## src/rtl/ddr2_xfer_ctrl_if.sv

```systemverilog
// ddr2_xfer_ctrl_if: request/acknowledge port between the transfer sequencer and the DDR2 wrapper.
//   req   : request level, held until the edge after ack
//   we    : 1 = write, 0 = read, valid while req=1
//   addr  : DDR2 word address
//   wdata : write data
//   ack   : single-cycle completion pulse
//   rdata : read data, valid in the ack cycle of a read
// master = sequencer side, slave = DDR2 wrapper side.
interface ddr2_xfer_ctrl_if #(parameter int ADDR_W = 27);
   logic              req;
   logic              we;
   logic [ADDR_W-1:0] addr;
   logic [31:0]       wdata;
   logic              ack;
   logic [31:0]       rdata;
   modport master (output req, we, addr, wdata, input ack, rdata);
   modport slave  (input req, we, addr, wdata, output ack, rdata);
endinterface

```

## src/rtl/ddr2_xfer_ctrl.sv

```systemverilog
// ddr2_xfer_ctrl: CPU-mapped sequencer running an optional writeback write then a read on the DDR2 port.
//   clk       : system clock
//   rst_n     : asynchronous active-low reset
//   cpu_we    : single-cycle CPU store strobe
//   cpu_addr  : CPU byte address [14:0]
//   cpu_wdata : CPU store data
//   cpu_rdata : combinational register read mux
//   mem       : DDR2 req/ack port (master side)
//   busy      : transfer in progress, mirrors STATUS[0]
module ddr2_xfer_ctrl #(
   parameter int ADDR_W      = 27,
   parameter int TIMEOUT_CYC = 1024
) (
   input  logic                  clk,
   input  logic                  rst_n,
   input  logic                  cpu_we,
   input  logic [14:0]           cpu_addr,
   input  logic [31:0]           cpu_wdata,
   output logic [31:0]           cpu_rdata,
   ddr2_xfer_ctrl_if.master      mem,
   output logic                  busy
);
   localparam int CW = $clog2(TIMEOUT_CYC + 1);

   typedef enum logic [2:0] {IDLE, WB, GAP, RD, FIN} state_t;

   state_t        state, nxt;
   logic [31:0]   wb_wdata, wb_addr, addr, rd_data;
   logic          wb_en, done, tmo;
   logic [CW-1:0] cnt;
   logic          wr, go, in_req, tmo_hit;

   assign wr      = cpu_we && !busy;
   assign go      = wr && cpu_addr == 15'h402C && cpu_wdata[0];
   assign in_req  = state == WB || state == RD;
   assign tmo_hit = in_req && !mem.ack && cnt == CW'(TIMEOUT_CYC - 1);

   always_ff @(posedge clk or negedge rst_n)
      if (!rst_n) state <= IDLE;
      else        state <= nxt;

   // busy is raised by go one edge before the FSM leaves IDLE
   always_comb begin
      nxt = state;
      case (state)
         IDLE:    nxt = busy ? (wb_en ? WB : RD) : IDLE;
         WB:      nxt = mem.ack ? GAP : tmo_hit ? FIN : WB;
         GAP:     nxt = RD;
         RD:      nxt = (mem.ack || tmo_hit) ? FIN : RD;
         default: nxt = IDLE;
      endcase
   end

   always_ff @(posedge clk or negedge rst_n)
      if (!rst_n) begin
         wb_wdata <= '0;
         wb_addr  <= '0;
         wb_en    <= 1'b0;
         addr     <= '0;
         rd_data  <= '0;
         done     <= 1'b0;
         tmo      <= 1'b0;
         busy     <= 1'b0;
         cnt      <= '0;
      end else begin
         if (wr && cpu_addr == 15'h401C) wb_wdata <= cpu_wdata;
         if (wr && cpu_addr == 15'h4020) wb_addr <= cpu_wdata;
         if (wr && cpu_addr == 15'h4024) wb_en <= cpu_wdata[0];
         if (wr && cpu_addr == 15'h4028) addr <= cpu_wdata;
         if (go) begin
            done <= 1'b0;
            tmo  <= 1'b0;
            busy <= 1'b1;
         end
         cnt <= in_req ? cnt + 1'b1 : '0;
         if (tmo_hit) tmo <= 1'b1;
         if (state == RD && mem.ack) rd_data <= mem.rdata;
         // a timed-out transfer reports only the timeout flag
         if (state == FIN) begin
            busy <= 1'b0;
            done <= !tmo;
         end
      end

   // request outputs are registered from the next state so they hold steady for the whole request
   always_ff @(posedge clk or negedge rst_n)
      if (!rst_n) begin
         mem.req   <= 1'b0;
         mem.we    <= 1'b0;
         mem.addr  <= '0;
         mem.wdata <= '0;
      end else begin
         mem.req <= nxt == WB || nxt == RD;
         mem.we  <= nxt == WB;
         if (nxt == WB) begin
            mem.addr  <= wb_addr[ADDR_W-1:0];
            mem.wdata <= wb_wdata;
         end else if (nxt == RD) mem.addr <= addr[ADDR_W-1:0];
      end

   always_comb
      cpu_rdata = cpu_addr == 15'h401C ? wb_wdata :
                  cpu_addr == 15'h4020 ? wb_addr :
                  cpu_addr == 15'h4024 ? {31'd0, wb_en} :
                  cpu_addr == 15'h4028 ? addr :
                  cpu_addr == 15'h4030 ? {29'd0, tmo, done, busy} :
                  cpu_addr == 15'h4034 ? rd_data : '0;
endmodule
```

## src/flat_wrapper.sv

```systemverilog
// flat-port wrapper written by rule: the top's interface ports become plain ports
module ddr2_xfer_ctrl_flat 
#(
   parameter int ADDR_W      = 27,
   parameter int TIMEOUT_CYC = 1024
)
  (clk, rst_n, cpu_we, cpu_addr, cpu_wdata, cpu_rdata, busy, mem_req, mem_we, mem_addr, mem_wdata, mem_ack, mem_rdata);
  ddr2_xfer_ctrl_if #(.ADDR_W(ADDR_W)) mem_i ();
  input  logic clk;
  input  logic rst_n;
  input  logic cpu_we;
  input  logic [14:0] cpu_addr;
  input  logic [31:0] cpu_wdata;
  output logic [31:0] cpu_rdata;
  output logic busy;
  output wire logic [$bits(mem_i.req)-1:0] mem_req;
  output wire logic [$bits(mem_i.we)-1:0] mem_we;
  output wire logic [$bits(mem_i.addr)-1:0] mem_addr;
  output wire logic [$bits(mem_i.wdata)-1:0] mem_wdata;
  input wire logic [$bits(mem_i.ack)-1:0] mem_ack;
  input wire logic [$bits(mem_i.rdata)-1:0] mem_rdata;
  assign mem_req = mem_i.req;
  assign mem_we = mem_i.we;
  assign mem_addr = mem_i.addr;
  assign mem_wdata = mem_i.wdata;
  assign mem_i.ack = mem_ack;
  assign mem_i.rdata = mem_rdata;
  ddr2_xfer_ctrl #(.ADDR_W(ADDR_W), .TIMEOUT_CYC(TIMEOUT_CYC)) u_core (.clk(clk), .rst_n(rst_n), .cpu_we(cpu_we), .cpu_addr(cpu_addr), .cpu_wdata(cpu_wdata), .cpu_rdata(cpu_rdata), .mem(mem_i), .busy(busy));
endmodule
```

## config.mk

```make
export PLATFORM = sky130hd
export DESIGN_NAME = ddr2_xfer_ctrl_flat
export DESIGN_NICKNAME = d
export VERILOG_FILES = /design/src/rtl/ddr2_xfer_ctrl_if.sv /design/src/rtl/ddr2_xfer_ctrl.sv /design/src/flat_wrapper.sv
export SDC_FILE = /design/constraint.sdc
export NUM_CORES = 1
export LEC_CHECK = 0
export CAP_MARGIN = 20
export CORE_MARGIN = 1
export CORE_UTILIZATION = 40
export CTS_BUF_LIST = sky130_fd_sc_hd__clkbuf_4 sky130_fd_sc_hd__clkbuf_8
export DETAILED_ROUTE_END_ITERATION = 12
export PLACE_DENSITY = 0.61
export SLEW_MARGIN = 20
export SYNTH_ARGS = -nofsm -noshare
export SYNTH_HDL_FRONTEND = slang
export SYNTH_SLANG_ARGS = --single-unit
export TNS_END_PERCENT = 30
```

## constraint.sdc

```tcl
create_clock -name clk -period 6.3 [get_ports clk]
set_clock_uncertainty 0.15 [all_clocks]
set_input_delay 0.63 -clock clk [delete_from_list [all_inputs] [get_ports clk]]
set_output_delay 0.63 -clock clk [all_outputs]
set_load 0.01 [all_outputs]
```

==> out/metrics.cfg, run 1 <==
[timing]
final.period_utilization_pct=72.9
setup_viol=0
tns_ns=0
fmax_ghz=0.218
finalCriticalPeriod_ns=4.59
slew_violations=0
final-hold-violation-count=0
tightest_slew_ns=1.09
rsz0062_at_grt=false
slew-limit-headroom_pct=26.9

[routing]
routed_wl_mm=25.4
wl_per_cell_um=20.3
drc=0
dr.first_iter.drc_count=527
vias=6816
dr.pass1.iters=6
vias_per_cell=5.46
drtAntennaViolNets=0

[synth]
syn_area_per_cell_um2=12.1
synth_fp_nets=844
yosysSeqAreaShare_pct=56.2
synthDistinctLibCells=42
ys.flop_type=dfrtp_1
synth_edf_count=0
synth_cells=760
synth-async-reset-ratio_pct=100
synth_warnings=0
synth_area_mm2=0.00921
yosys_register_bits=207

[global_routing]
first_global_vias=7082
antenna_found_initial=0
grt_pass1_wl_mm=39.7
gr-total-overflow=0
grt_max_degree=93
grt_usage_pct=21.8

[cells_and_area]
drive_gt1_share_pct=26.5
layout_commonest_cell=dfrtp_1
layout_common_cells=dfrtp_1 (207), clkdlybuf4s50_1 (175), mux2_2 (156)
nets=1022
stdcell_count=1248
area_delta_synth_final_pct=31.1
antenna_cells=0
final_util_pct=53.4

[clocking]
post_cts_buffers=0
root_buffer=clkbuf_8
hold_buffers=0
cts_resized=0
cts_made_buffers=38
clkLatencyLatePin_ns=0.53
htreeDepth=2
tritoncts=yes
clk_pin_slew_ns=0.05
cts_sinks=207
cts_buffer_depth=3

[setup_path]
reg2reg_slack_ns=3.19
cp.arrival_ns=3.81
path_cells=clkdlybuf4s50_1 > nand2_1 > or4_2 > o21ai_0 > clkdlybuf4s50_1
crit_cells=5
critical_path_buf_inv_count=2
r2r_end=u_core.mem.wdata[27]
cp.required_ns=5.52
r2r_cells=7
crit_type=primary input to primary output
rr_startpoint=u_core.cnt[0]
cpMostUsedCell=clkdlybuf4s50_1
crit_path_start_kind=primary input
slowest_delay_ns=1.10
critPathCaptureType=primary output
critPathTopFamily=simple AND/OR/NAND/NOR gates
critPathMaxFanout=31
crit_slowest_cell=or4_2

[die]
fp.dieArea_mm2=0.0236
initial_core_util_pct=40.7
chipWidth_um=154
core_area_mm2=0.0226
die_h_um=154
io_pins=177
rows=55

[power_and_ir_drop]
peakVddDrop_v=0.000199
p_leak_nw=5.66
total_power_mw=3.99
powerDensity_mw_per_mm2=331

[job]
cap_violations=0

[place]
gp_congestion=0.768
dp_cells=1182
port-buffer-count=176
hpwlAfterDp_mm=16.0

[hold_path]
hp-class=primary input to asynchronous set/reset pin

[run_status]
outcome=finished, final reports clean

## metal layers
metal | track usage, % | vias up | wire length (um) | share of wire [%]
li1 | - | 3135 | - | -
met1 | 29.9 | 3405 | 11500 | 45
met2 | 34.8 | 242 | 11800 | 46
met3 | 4.93 | 34 | 1720 | 6.8
met4 | 6.05 | 0 | 378 | 1.5
met5 | 0 | - | 0 | 0
## report_power, final
part / internal [mW] / switching, mW / leakage, nW
Clock: 0.744 / 0.553 / 0.412
Combinational: 0.466 / 0.535 / 2.51
Sequential: 1.55 / 0.146 / 2.74
## worst max path at each step
stage                       from  slack [ns]             to
finish               cpu_addr[2]        1.71   cpu_rdata[2]
global route         cpu_addr[2]        1.49   cpu_rdata[2]
CTS                  cpu_addr[2]        1.69   cpu_rdata[2]
detailed placement   cpu_addr[2]        1.72   cpu_rdata[2]
global placement     cpu_addr[2]        1.77   cpu_rdata[2]
floorplan           cpu_addr[10]        3.17  cpu_rdata[21]
## kinds of logic (layout without fill, tap and decap cells)
group | after synthesis | in the layout | synth area share (%)
AND/OR/NAND/NOR | 184 | 184 | 9.52
AO/OA/AOI/OAI | 134 | 134 | 10.4
XOR/XNOR | 7 | 7 | 0.666
adder cells (fa/ha/maj) | 1 | 1 | 0.136
multiplexers | 162 | 162 | 19.8
flip-flops | 207 | 207 | 56.2
buffers and inverters | 65 | 268 | 3.23
## registers in the layout, indices dropped and copies added (netlist names)
name / cells
u_core.mem.addr: 27
u_core.done: 1
u_core.mem.we: 1
u_core.busy: 1
u_core.cnt: 11
u_core.mem.wdata: 32
u_core.mem.req: 1
u_core.wb_addr: 32
u_core.rd_data: 32
u_core.wb_en: 1
u_core.addr: 32
u_core.tmo: 1
u_core.state: 3
u_core.wb_wdata: 32
## cell usage after synthesis (3+ instances only)
library cell	instances	area (um2)
a222oi_1	31	310
dfrtp_1	207	5180
buf_4	6	45.0
buf_6	3	33.8
nand2_1	15	56.3
buf_2	7	35.0
inv_1	10	37.5
a21o_1	30	225
nor4_1	8	50.1
nor2_1	104	390
a31oi_1	27	169
mux2_1	4	45.0
clkbuf_1	37	139
o21ai_0	35	175
mux2_2	156	1760
nand3_1	33	165
nand4_1	3	18.8
xor2_1	3	26.3
nor4_4	3	63.8
nand2b_1	3	18.8
xnor2_1	4	35.0
## cell type report
cell class / instances / area (um2)
clock buffers: 58 / 736
clock inverters: 7 / 43.8
fillers: 1963 / 10600
inverters: 10 / 37.5
multi-input cells: 488 / 3810
flip-flops and latches: 207 / 5180
well taps: 285 / 357
repair buffers: 193 / 1920
## per-stage QoR
| step | hold WS (ns) | setup WS, ns | area [um2] |
|---|---|---|---|
| global placement | 0.309 | 1.77 | 11300 |
| detailed placement | 0.323 | 1.72 | 11300 |
| floorplan | 0.184 | 3.17 | 9210 |
| finish | 0.0339 | 1.71 | 12100 |
| global route | 0.0838 | 1.49 | 12100 |
| CTS | 0.0444 | 1.69 | 12000 |
Power figures use the tool's default switching activity.
==> inputs of run 2 (changes only) <==
Clock period 6.3 ns to 4.4 ns, I/O delays scaled along.
==> out/metrics.cfg, run 2 (synthesis gave the netlist of run 1 again) <==
[run_status]
outcome=finished, final reports clean

[setup_path]
critPathMaxFanout=16  ; -48%
critPathCaptureType=primary output
crit_path_start_kind=primary input
cp.required_ns=3.81  ; -1.71 ns
path_cells=clkdlybuf4s50_1 > or4_1 > or4_2 > buf_4 > o21ai_0 > clkdlybuf4s50_1
reg2reg_slack_ns=1.45  ; -1.74 ns
critPathLaunch=cpu_addr[9]
critPathTopFamily=simple AND/OR/NAND/NOR gates
cp.arrival_ns=3.18  ; -0.63 ns
rr_startpoint=u_core.cnt[0]
cpMostUsedCell=clkdlybuf4s50_1
slowest_delay_ns=0.70  ; -0.40 ns
crit_slowest_cell=or4_2
critical_path_buf_inv_count=3  ; +1
crit_type=primary input to primary output

[place]
port-buffer-count=176  ; unchanged
hpwlAfterDp_mm=16.7  ; +4.2%
gp_congestion=0.787  ; +2.4%

[routing]
drtAntennaViolNets=0  ; unchanged
dr.pass1.iters=7  ; +1
vias=6982  ; +2.4%
vias_per_cell=5.55  ; +1.5%
routed_wl_mm=25.3  ; -0.28%
dr.first_iter.drc_count=517  ; -1.9%
wl_per_cell_um=20.1  ; -1.2%
drc=0  ; unchanged

[power_and_ir_drop]
peakVddDrop_v=0.000237  ; +19%
p_leak_nw=5.72  ; +1.2%
powerDensity_mw_per_mm2=469  ; +42%

[timing]
final.period_utilization_pct=85.6
final-hold-violation-count=0  ; unchanged
slew-limit-headroom_pct=26.3  ; -0.59 points
finalCriticalPeriod_ns=3.77
rsz0062_at_grt=false
setup_viol=0  ; unchanged
tightest_slew_ns=1.10  ; +0.00750 ns
tns_ns=0  ; unchanged
fmax_ghz=0.266
slew_violations=0  ; unchanged
fin_hold_ws_ns=0.319  ; +0.285 ns

[clocking]
root_buffer=clkbuf_8
cts_made_buffers=38  ; unchanged
tritoncts=yes
cts_sinks=207  ; unchanged
cts_resized=0  ; unchanged
clkLatencyLatePin_ns=0.52  ; about the same
clk_pin_slew_ns=0.06  ; about the same
cts_buffer_depth=3  ; unchanged
htreeDepth=2  ; unchanged

[cells_and_area]
layout_common_cells=dfrtp_1 (207), clkdlybuf4s50_1 (175), mux2_2 (156)
layout_commonest_cell=dfrtp_1
drive_gt1_share_pct=27.1  ; +0.62 points
nets=1035  ; +1.3%
area_delta_synth_final_pct=32.2
antenna_cells=0  ; unchanged

[die]
fp.dieArea_mm2=0.0236  ; unchanged
io_pins=177  ; unchanged
chipWidth_um=154  ; unchanged
core_area_mm2=0.0226  ; unchanged
initial_core_util_pct=40.7  ; unchanged
die_h_um=154  ; unchanged
rows=55  ; unchanged

[global_routing]
antenna_found_initial=0  ; unchanged
gr-total-overflow=0  ; unchanged
first_global_vias=7099  ; +0.24%
grt_pass1_wl_mm=40.0  ; +0.59%
grt_usage_pct=21.9  ; +0.11 points
grt_max_degree=93  ; unchanged

[hold_path]
hp-class=register to register
min-delay-start=u_core.tmo

[job]
cap_violations=0  ; unchanged

-- run 2: repair_timing --
| item | 4_1_cts | 5_1_grt |
|---|---|---|
| hold buffers | 1 | 0 |
| endpoints found under the hold margin | 90 | 0 |
| buffers inserted | 0 | 0 |
-- run 2: cell type report --
class | count | area [um2]
Inverter | 10 | 37.5
Clock inverter | 3 | 21.3
Tap cell | 285 | 357
Fill cell | 1965 | 10500
Sequential cell | 207 | 5180
Clock buffer | 60 | 757
Timing Repair Buffer | 206 | 2030
Multi-Input combinational cell | 488 | 3800
-- run 2: worst register-to-register path, delay by kind of cell, from the launching register on --
| family | cells | cell delay (ns) |
|---|---|---|
| buffers and inverters | 2 | 0.55 |
| AND/OR/NAND/NOR | 2 | 1.09 |
| AO/OA/AOI/OAI | 3 | 0.45 |
| adder cells (fa/ha/maj) | 1 | 0.23 |
| flip-flops | 1 | 0.40 |
-- run 2: routing by layer --
layer	track usage (%)	up-vias	share of wire, %
li1	-	3158	-
met4	6.90	0	1.8
met5	0	-	0
met3	4.54	42	7.2
met2	34.5	268	46
met1	30.4	3514	45
-- run 2: path summary, 6_finish.rpt --
kind	to	depth (start not counted)
max in group asynchronous	u_core.rd_data[12]	3
worst min-delay path	u_core.done	1
worst min register to register	u_core.done	1
worst max-delay path	cpu_rdata[1]	6
worst max register to register	u_core.mem.addr[14]	8
min in group asynchronous	u_core.mem.wdata[29]	2
-- run 2: metrics by stage --
stage                     total power [mW]  utilization (%)  area [um2]  worst slack (ns)  cells
final                                 5.71             53.8       12200             0.634   1259
after global routing                  6.01             53.8       12200             0.458   1259
after CTS                             5.79             53.8       12200             0.637   1259
after detailed placement              3.89             50.3       11400             0.660   1195
after global placement                3.88             50.3       11400             0.604   1195
after floorplan                       3.18                -        9210              1.65    760
-- run 2: power breakdown --
part	internal, mW	switching (mW)	total (mW)
Sequential	2.22	0.202	2.42
Clock	1.08	0.776	1.86
Combinational	0.665	0.771	1.44
